--- config.mk ---
export PLATFORM = sky130hd
export DESIGN_NAME = bw_clk_cl_param_hdr
export DESIGN_NICKNAME = d
export VERILOG_FILES = /design/src/rtl/bw_clk_cl_param_hdr_pkg.sv /design/src/rtl/bw_clk_gclk_gate.sv /design/src/rtl/bw_clk_sync_n.sv /design/src/rtl/bw_clk_cl_param_hdr.sv
export SDC_FILE = /design/constraint.sdc
export NUM_CORES = 1
export LEC_CHECK = 0
export BUFFER_PORTS_ARGS = -buffer_cell sky130_fd_sc_hd__buf_2
export CORE_ASPECT_RATIO = 1.25
export CORE_UTILIZATION = 49
export CTS_CLUSTER_SIZE = 8
export DETAILED_ROUTE_END_ITERATION = 8
export PLACE_DENSITY_LB_ADDON = 0.2
export SYNTH_ARGS = -nofsm -noshare
export SYNTH_HDL_FRONTEND = slang
export SYNTH_HIERARCHICAL = 1
export SYNTH_SLANG_ARGS = --single-unit
--- constraint.sdc ---
create_clock -name gclk -period 4.4 [get_ports gclk]
set_input_delay 0.22 -clock gclk [delete_from_list [all_inputs] [get_ports gclk]]
set_output_delay 0.22 -clock gclk [all_outputs]
set_load 0.02 [all_outputs]
--- src/rtl/bw_clk_cl_param_hdr_pkg.sv ---
// Shared definitions for the parametrised cluster clock header:
// sequencer state encodings, width helpers and the scan-chain length.
package bw_clk_cl_param_hdr_pkg;

  typedef enum logic [1:0] {
    ST_RESET = 2'd0,
    ST_HOLD  = 2'd1,
    ST_STAG  = 2'd2,
    ST_RUN   = 2'd3
  } hdr_state_e;

  localparam int STATE_W = 2;

  function automatic int hdr_max3(input int a, input int b, input int c);
    int m;
    m = (a > b) ? a : b;
    return (m > c) ? m : c;
  endfunction

  // Chain: grst, gdbginit, adbginit, cken syncs, state, cnt, idx, cluster resets, dbginit reg.
  function automatic int hdr_scan_len(input int num_cl, input int sync_stg,
                                      input int cnt_w, input int idx_w);
    return sync_stg * (3 + num_cl) + STATE_W + cnt_w + idx_w + num_cl + 1;
  endfunction

endpackage

--- src/rtl/bw_clk_gclk_gate.sv ---
// Glitch-free clock gate leaf: enable latched while clk is low, ANDed with clk.
module bw_clk_gclk_gate (
  input  logic clk,
  input  logic en,
  output logic gclk_out
);

  logic en_lat;

  always_latch begin
    if (!clk) en_lat = en;
  end

  assign gclk_out = clk & en_lat;

endmodule

--- src/rtl/bw_clk_sync_n.sv ---
// STG-deep scannable synchroniser with asynchronous clear to 0.
// In scan mode the first stage takes si instead of d; the rest always shift.
module bw_clk_sync_n #(
  parameter int STG = 2
) (
  input  logic clk,
  input  logic clr_n,
  input  logic d,
  input  logic se,
  input  logic si,
  output logic q
);

  logic [STG-1:0] stg_q;
  logic [STG-1:0] stg_d;

  always_comb begin
    stg_d = {stg_q[STG-2:0], (se ? si : d)};
  end

  always_ff @(posedge clk or negedge clr_n) begin
    if (!clr_n) stg_q <= '0;
    else        stg_q <= stg_d;
  end

  assign q = stg_q[STG-1];

endmodule

--- src/rtl/bw_clk_cl_param_hdr.sv ---
// Cluster clock header: synchronised reset/debug-init, staggered cluster reset
// release, per-cluster gated clocks and a full scan chain through all state.
module bw_clk_cl_param_hdr
  import bw_clk_cl_param_hdr_pkg::*;
#(
  parameter int NUM_CL   = 2,
  parameter int SYNC_STG = 2,
  parameter int RST_HOLD = 16,
  parameter int STAGGER  = 4
) (
  input  logic              gclk,
  input  logic              arst_l,
  input  logic              grst_l,
  input  logic              adbginit_l,
  input  logic              gdbginit_l,
  input  logic [NUM_CL-1:0] cluster_cken,
  input  logic              se,
  input  logic              si,
  output logic [NUM_CL-1:0] rclk,
  output logic [NUM_CL-1:0] cluster_grst_l,
  output logic              dbginit_l,
  output logic              rst_done,
  output logic              so
);

  localparam int CNT_W  = $clog2(hdr_max3(RST_HOLD, STAGGER, 2));
  localparam int IDX_W  = $clog2(NUM_CL) + 1;
  localparam int CORE_W = STATE_W + CNT_W + IDX_W + NUM_CL;

  localparam logic [CNT_W-1:0] HOLD_INIT = CNT_W'(RST_HOLD - 1);
  localparam logic [CNT_W-1:0] STAG_INIT = (STAGGER == 0) ? '0 : CNT_W'(STAGGER - 1);
  localparam logic [IDX_W-1:0] LAST_IDX  = IDX_W'(NUM_CL - 1);

  if (NUM_CL < 1 || NUM_CL > 16) begin : g_bad_num_cl
    $error("bw_clk_cl_param_hdr: NUM_CL must be 1..16");
  end
  if (SYNC_STG < 2 || SYNC_STG > 4) begin : g_bad_sync_stg
    $error("bw_clk_cl_param_hdr: SYNC_STG must be 2..4");
  end
  if (RST_HOLD < 1 || STAGGER < 0) begin : g_bad_timing
    $error("bw_clk_cl_param_hdr: RST_HOLD must be >= 1 and STAGGER >= 0");
  end

  logic              grst_s, gdbg_s, adbg_s;
  logic              grst_so, gdbg_so;
  logic [NUM_CL-1:0] cken_s;
  logic [NUM_CL:0]   ck_chain;
  logic              dbg_clr_n;

  // adbginit_l clears its own synchroniser so its release is re-timed to gclk
  assign dbg_clr_n = arst_l & adbginit_l;

  bw_clk_sync_n #(.STG(SYNC_STG)) u_sync_grst (
    .clk(gclk), .clr_n(arst_l), .d(grst_l), .se(se), .si(si), .q(grst_s)
  );
  assign grst_so = grst_s;

  bw_clk_sync_n #(.STG(SYNC_STG)) u_sync_gdbg (
    .clk(gclk), .clr_n(arst_l), .d(gdbginit_l), .se(se), .si(grst_so), .q(gdbg_s)
  );
  assign gdbg_so = gdbg_s;

  bw_clk_sync_n #(.STG(SYNC_STG)) u_sync_adbg (
    .clk(gclk), .clr_n(dbg_clr_n), .d(1'b1), .se(se), .si(gdbg_so), .q(adbg_s)
  );
  assign ck_chain[0] = adbg_s;

  for (genvar i = 0; i < NUM_CL; i++) begin : g_cken
    bw_clk_sync_n #(.STG(SYNC_STG)) u_sync_cken (
      .clk(gclk), .clr_n(arst_l), .d(cluster_cken[i]), .se(se),
      .si(ck_chain[i]), .q(cken_s[i])
    );
    assign ck_chain[i+1] = cken_s[i];
  end

  logic [CORE_W-1:0] core_q, core_d, core_fun;
  hdr_state_e        state_q, state_d;
  logic [CNT_W-1:0]  cnt_q, cnt_d;
  logic [IDX_W-1:0]  idx_q, idx_d;
  logic [NUM_CL-1:0] cgrst_q, cgrst_d;
  logic              dbginit_q, dbginit_d;

  // Sequencer state packed in scan order: state first, cluster resets last
  assign state_q = hdr_state_e'(core_q[STATE_W-1:0]);
  assign cnt_q   = core_q[STATE_W +: CNT_W];
  assign idx_q   = core_q[STATE_W+CNT_W +: IDX_W];
  assign cgrst_q = core_q[CORE_W-1 -: NUM_CL];

  always_comb begin
    state_d = state_q;
    cnt_d   = cnt_q;
    idx_d   = idx_q;
    cgrst_d = cgrst_q;
    if (!grst_s) begin
      state_d = ST_RESET;
      cnt_d   = '0;
      idx_d   = '0;
      cgrst_d = '0;
    end else begin
      case (state_q)
        ST_RESET: begin
          state_d = ST_HOLD;
          cnt_d   = HOLD_INIT;
        end
        ST_HOLD: begin
          if (cnt_q == '0) begin
            state_d = ST_STAG;
            idx_d   = '0;
            cnt_d   = STAG_INIT;
            if (STAGGER == 0) cgrst_d = '1;
            else              cgrst_d[0] = 1'b1;
          end else begin
            cnt_d = cnt_q - 1'b1;
          end
        end
        ST_STAG: begin
          if (STAGGER == 0) begin
            state_d = ST_RUN;
          end else if (cnt_q == '0) begin
            if (idx_q == LAST_IDX) begin
              state_d = ST_RUN;
            end else begin
              idx_d   = idx_q + 1'b1;
              cgrst_d = cgrst_q | (NUM_CL'(1) << (idx_q + 1'b1));
              cnt_d   = STAG_INIT;
            end
          end else begin
            cnt_d = cnt_q - 1'b1;
          end
        end
        ST_RUN:  state_d = ST_RUN;
        default: state_d = ST_RESET;
      endcase
    end
    core_fun  = {cgrst_d, idx_d, cnt_d, state_d};
    core_d    = se ? {core_q[CORE_W-2:0], ck_chain[NUM_CL]} : core_fun;
    dbginit_d = se ? core_q[CORE_W-1] : (gdbg_s & adbg_s);
  end

  always_ff @(posedge gclk or negedge arst_l) begin
    if (!arst_l) core_q <= '0;
    else         core_q <= core_d;
  end

  always_ff @(posedge gclk or negedge dbg_clr_n) begin
    if (!dbg_clr_n) dbginit_q <= 1'b0;
    else            dbginit_q <= dbginit_d;
  end

  assign cluster_grst_l = cgrst_q;
  assign dbginit_l      = dbginit_q;
  assign rst_done       = (state_q == ST_RUN);
  assign so             = dbginit_q;

  // Clusters in reset and scan always get clocks
  logic [NUM_CL-1:0] gate_en;
  assign gate_en = cken_s | ~cgrst_q | {NUM_CL{se}};

  for (genvar i = 0; i < NUM_CL; i++) begin : g_gate
    bw_clk_gclk_gate u_gate (.clk(gclk), .en(gate_en[i]), .gclk_out(rclk[i]));
  end

endmodule

==> metrics <==
synthesized area per cell=around 10 um^2; Critical Path Start Type=latch; Post-DRT Antenna Nets=0; status=complete, no violations; max-cap viol count=0; post-CTS setup buffers=0; fin nets=160; placed insts=160; core area=roughly 2400 um^2; GR Util All Layers=0.205; PD cells=approximately 520 nW/um^2; Post-synth EDFFs=0; global route overflow=0; Critical Path RT=4.18 ns; peak supply drop=between 0.2 and 0.3 mV; Die Span Y=just under 60 um; Post-CTS Hold Fix Bufs=2; n_diodes=0; post-synthesis cell type count=34; pin count of the biggest net entering global routing=25; RePlAce Congestion=0.817; Starting Density=0.516; Main synth FF type=dfrtp_1; row count=20; worst slew pin tran=around 0.66 ns; total number of vias=922; vias in the first global route=900; WL met1=roughly 1100 um; CTS tree=yes; Synth Warn #=6; CP Class=latch to output pin; Max Fanout on Critical Path=1; Worst path max stage delay=between 0.4 and 0.5 ns; CP arrival=3.30 ns; Residual DRC=0; leakage=0.000680 uW; die area=about 2700 um^2; FILL cells=around 220; area of the multi-input gates=609 um^2; Die W=47.0 um; Post-Syn Area=~1200 um^2; Port Buffer Count=15; DP HPWL=between 1500 and 2000 um; post-synthesis register bit count=23; initial antenna violation count=0; final hold vios=0; Final setup viols=0; Cells after Synth=between 100 and 150; slowest CP cell=dlxtn_1; setup_tns=0 ns; skew final=~0.0088 ns; Synthesized Nets=137; Slew HR=0.556; Area Overhead vs Synth=14.9%; RSZ-0062 raised after global routing=no; non-filler cells, final=about 170; vias per inst=roughly 5.3; Initial DRC Count=25; FF/Latch Area=556 um^2; met2 WL post-DR=around 1100 um; Total Wirelength=2350 um; crit-path cells=and2_1 > buf_2; final slew viol count=0; Worst Hold Class=input pin to register; WL per Instance=~14 um; global-route wire length before repair=3820 um; crit end category=output pin; iteration count of the initial detailed-routing pass=4; wire length on met3=roughly 120 um; Worst-Skew Late Latency=0.43 ns; Worst Hold Slack=~0.037 ns; most common cell after layout, fill and taps aside=dfrtp_1; PostCTS Resize Cnt=0; Highest Signal Layer=met4; I/O pin total=16; layout cells sized above 1=0.234; clock-pin slew on the worst setup and hold paths=~0.12 ns; commonest non-fill, non-tap cells in the layout=21 x dfrtp_1, 15 x buf_2, 12 x nand2_1, 10 x a21oi_1, 9 x ha_1; Post-synth ARST share=0.913
-- critical path: cells and delay by family, from the launching register on --
kind	cells	cell delay (ns)
latches	1	0.41
and+or+nand+nor	1	0.11
buffers and inverters	1	0.15
-- through the flow --
| stage | setup WS, ns | util | total power (uW) | instance area, um^2 |
|---|---|---|---|---|
| global placement | 1.35 | 0.544 | 581 | 1310 |
| global route | 0.796 | 0.593 | 808 | 1430 |
| detailed placement | 1.34 | 0.544 | 588 | 1310 |
| CTS | 0.872 | 0.577 | 750 | 1390 |
| finish | 0.881 | 0.593 | 745 | 1430 |
| floorplan | 1.40 | - | 527 | 1240 |
-- flip-flops by register name, summed over array words and instances, names as in the netlist --
signal and cells:
core_q 10, g_cken.u_sync_cken/stg_q 4, g_gate.u_gate/en_lat 2, u_sync_adbg/stg_q 2
u_sync_gdbg/stg_q 2, u_sync_grst/stg_q 2, dbginit_l 1
-- final cells by class --
class                           instances  share of cell area
Multi-Input combinational cell         82               0.428
Sequential cell                        23               0.390
Timing Repair Buffer                   19              0.0878
Clock buffer                            9              0.0439
Tap cell                               33              0.0290
Inverter                                7              0.0184
Clock inverter                          1             0.00351
-- synth_stat cells (2+ instances only) --
master / count / area [um^2]
inv_1: 7 / 26.3
dlxtn_1: 2 / 30.0
nand3_1: 2 / 10.0
mux2i_1: 4 / 40.0
a21oi_1: 10 / 50.1
o21ai_0: 5 / 25.0
a31oi_1: 4 / 25.0
and2_1: 3 / 18.8
clkbuf_1: 2 / 7.51
buf_4: 4 / 30.0
or3_1: 3 / 18.8
nand2b_1: 2 / 12.5
dfrtp_1: 21 / 526
nor2_1: 7 / 26.3
ha_1: 9 / 113
mux2_4: 5 / 75.1
nand2_1: 12 / 45.0
-- layer usage --
layer | up-vias | track usage
li1 | 454 | -
met1 | 432 | 0.253
met2 | 30 | 0.272
met3 | 6 | 0.0872
met4 | 0 | 0.163
met5 | - | 0
-- power by group --
part / internal [uW] / switching (uW) / leakage [uW]
combinational: 108 / 132 / 0.000356
clock: 95.7 / 112 / 0.0000489
sequential: 249 / 48.1 / 0.000274
-- final timing paths --
path	startpoint	endpoint	slack, ns	cells past startpoint
max	g_gate[0].u_gate/en_lat	rclk[0]	0.88	2
min	cluster_cken[1]	g_cken[1].u_sync_cken/stg_q[0]	0.04	2
max reg2reg	core_q[8]	g_gate[0].u_gate/en_lat	1.36	2
min reg2reg	u_sync_adbg/stg_q[0]	u_sync_adbg/stg_q[1]	0.37	0
max in group asynchronous	arst_l	u_sync_adbg/stg_q[1]	3.65	3
min in group asynchronous	adbginit_l	u_sync_adbg/stg_q[0]	0.22	3
-- cell families after synthesis --
| family | synth area share |
|---|---|
| buffers and inverters | 0.0606 |
| AOI/OAI and AO/OA | 0.149 |
| and+or+nand+nor | 0.155 |
| other | 0.00302 |
| latches | 0.0242 |
| adders and majority gates | 0.0908 |
| muxes | 0.0928 |
| DFF | 0.424 |
No activity file was read; power rests on OpenSTA's default activity.
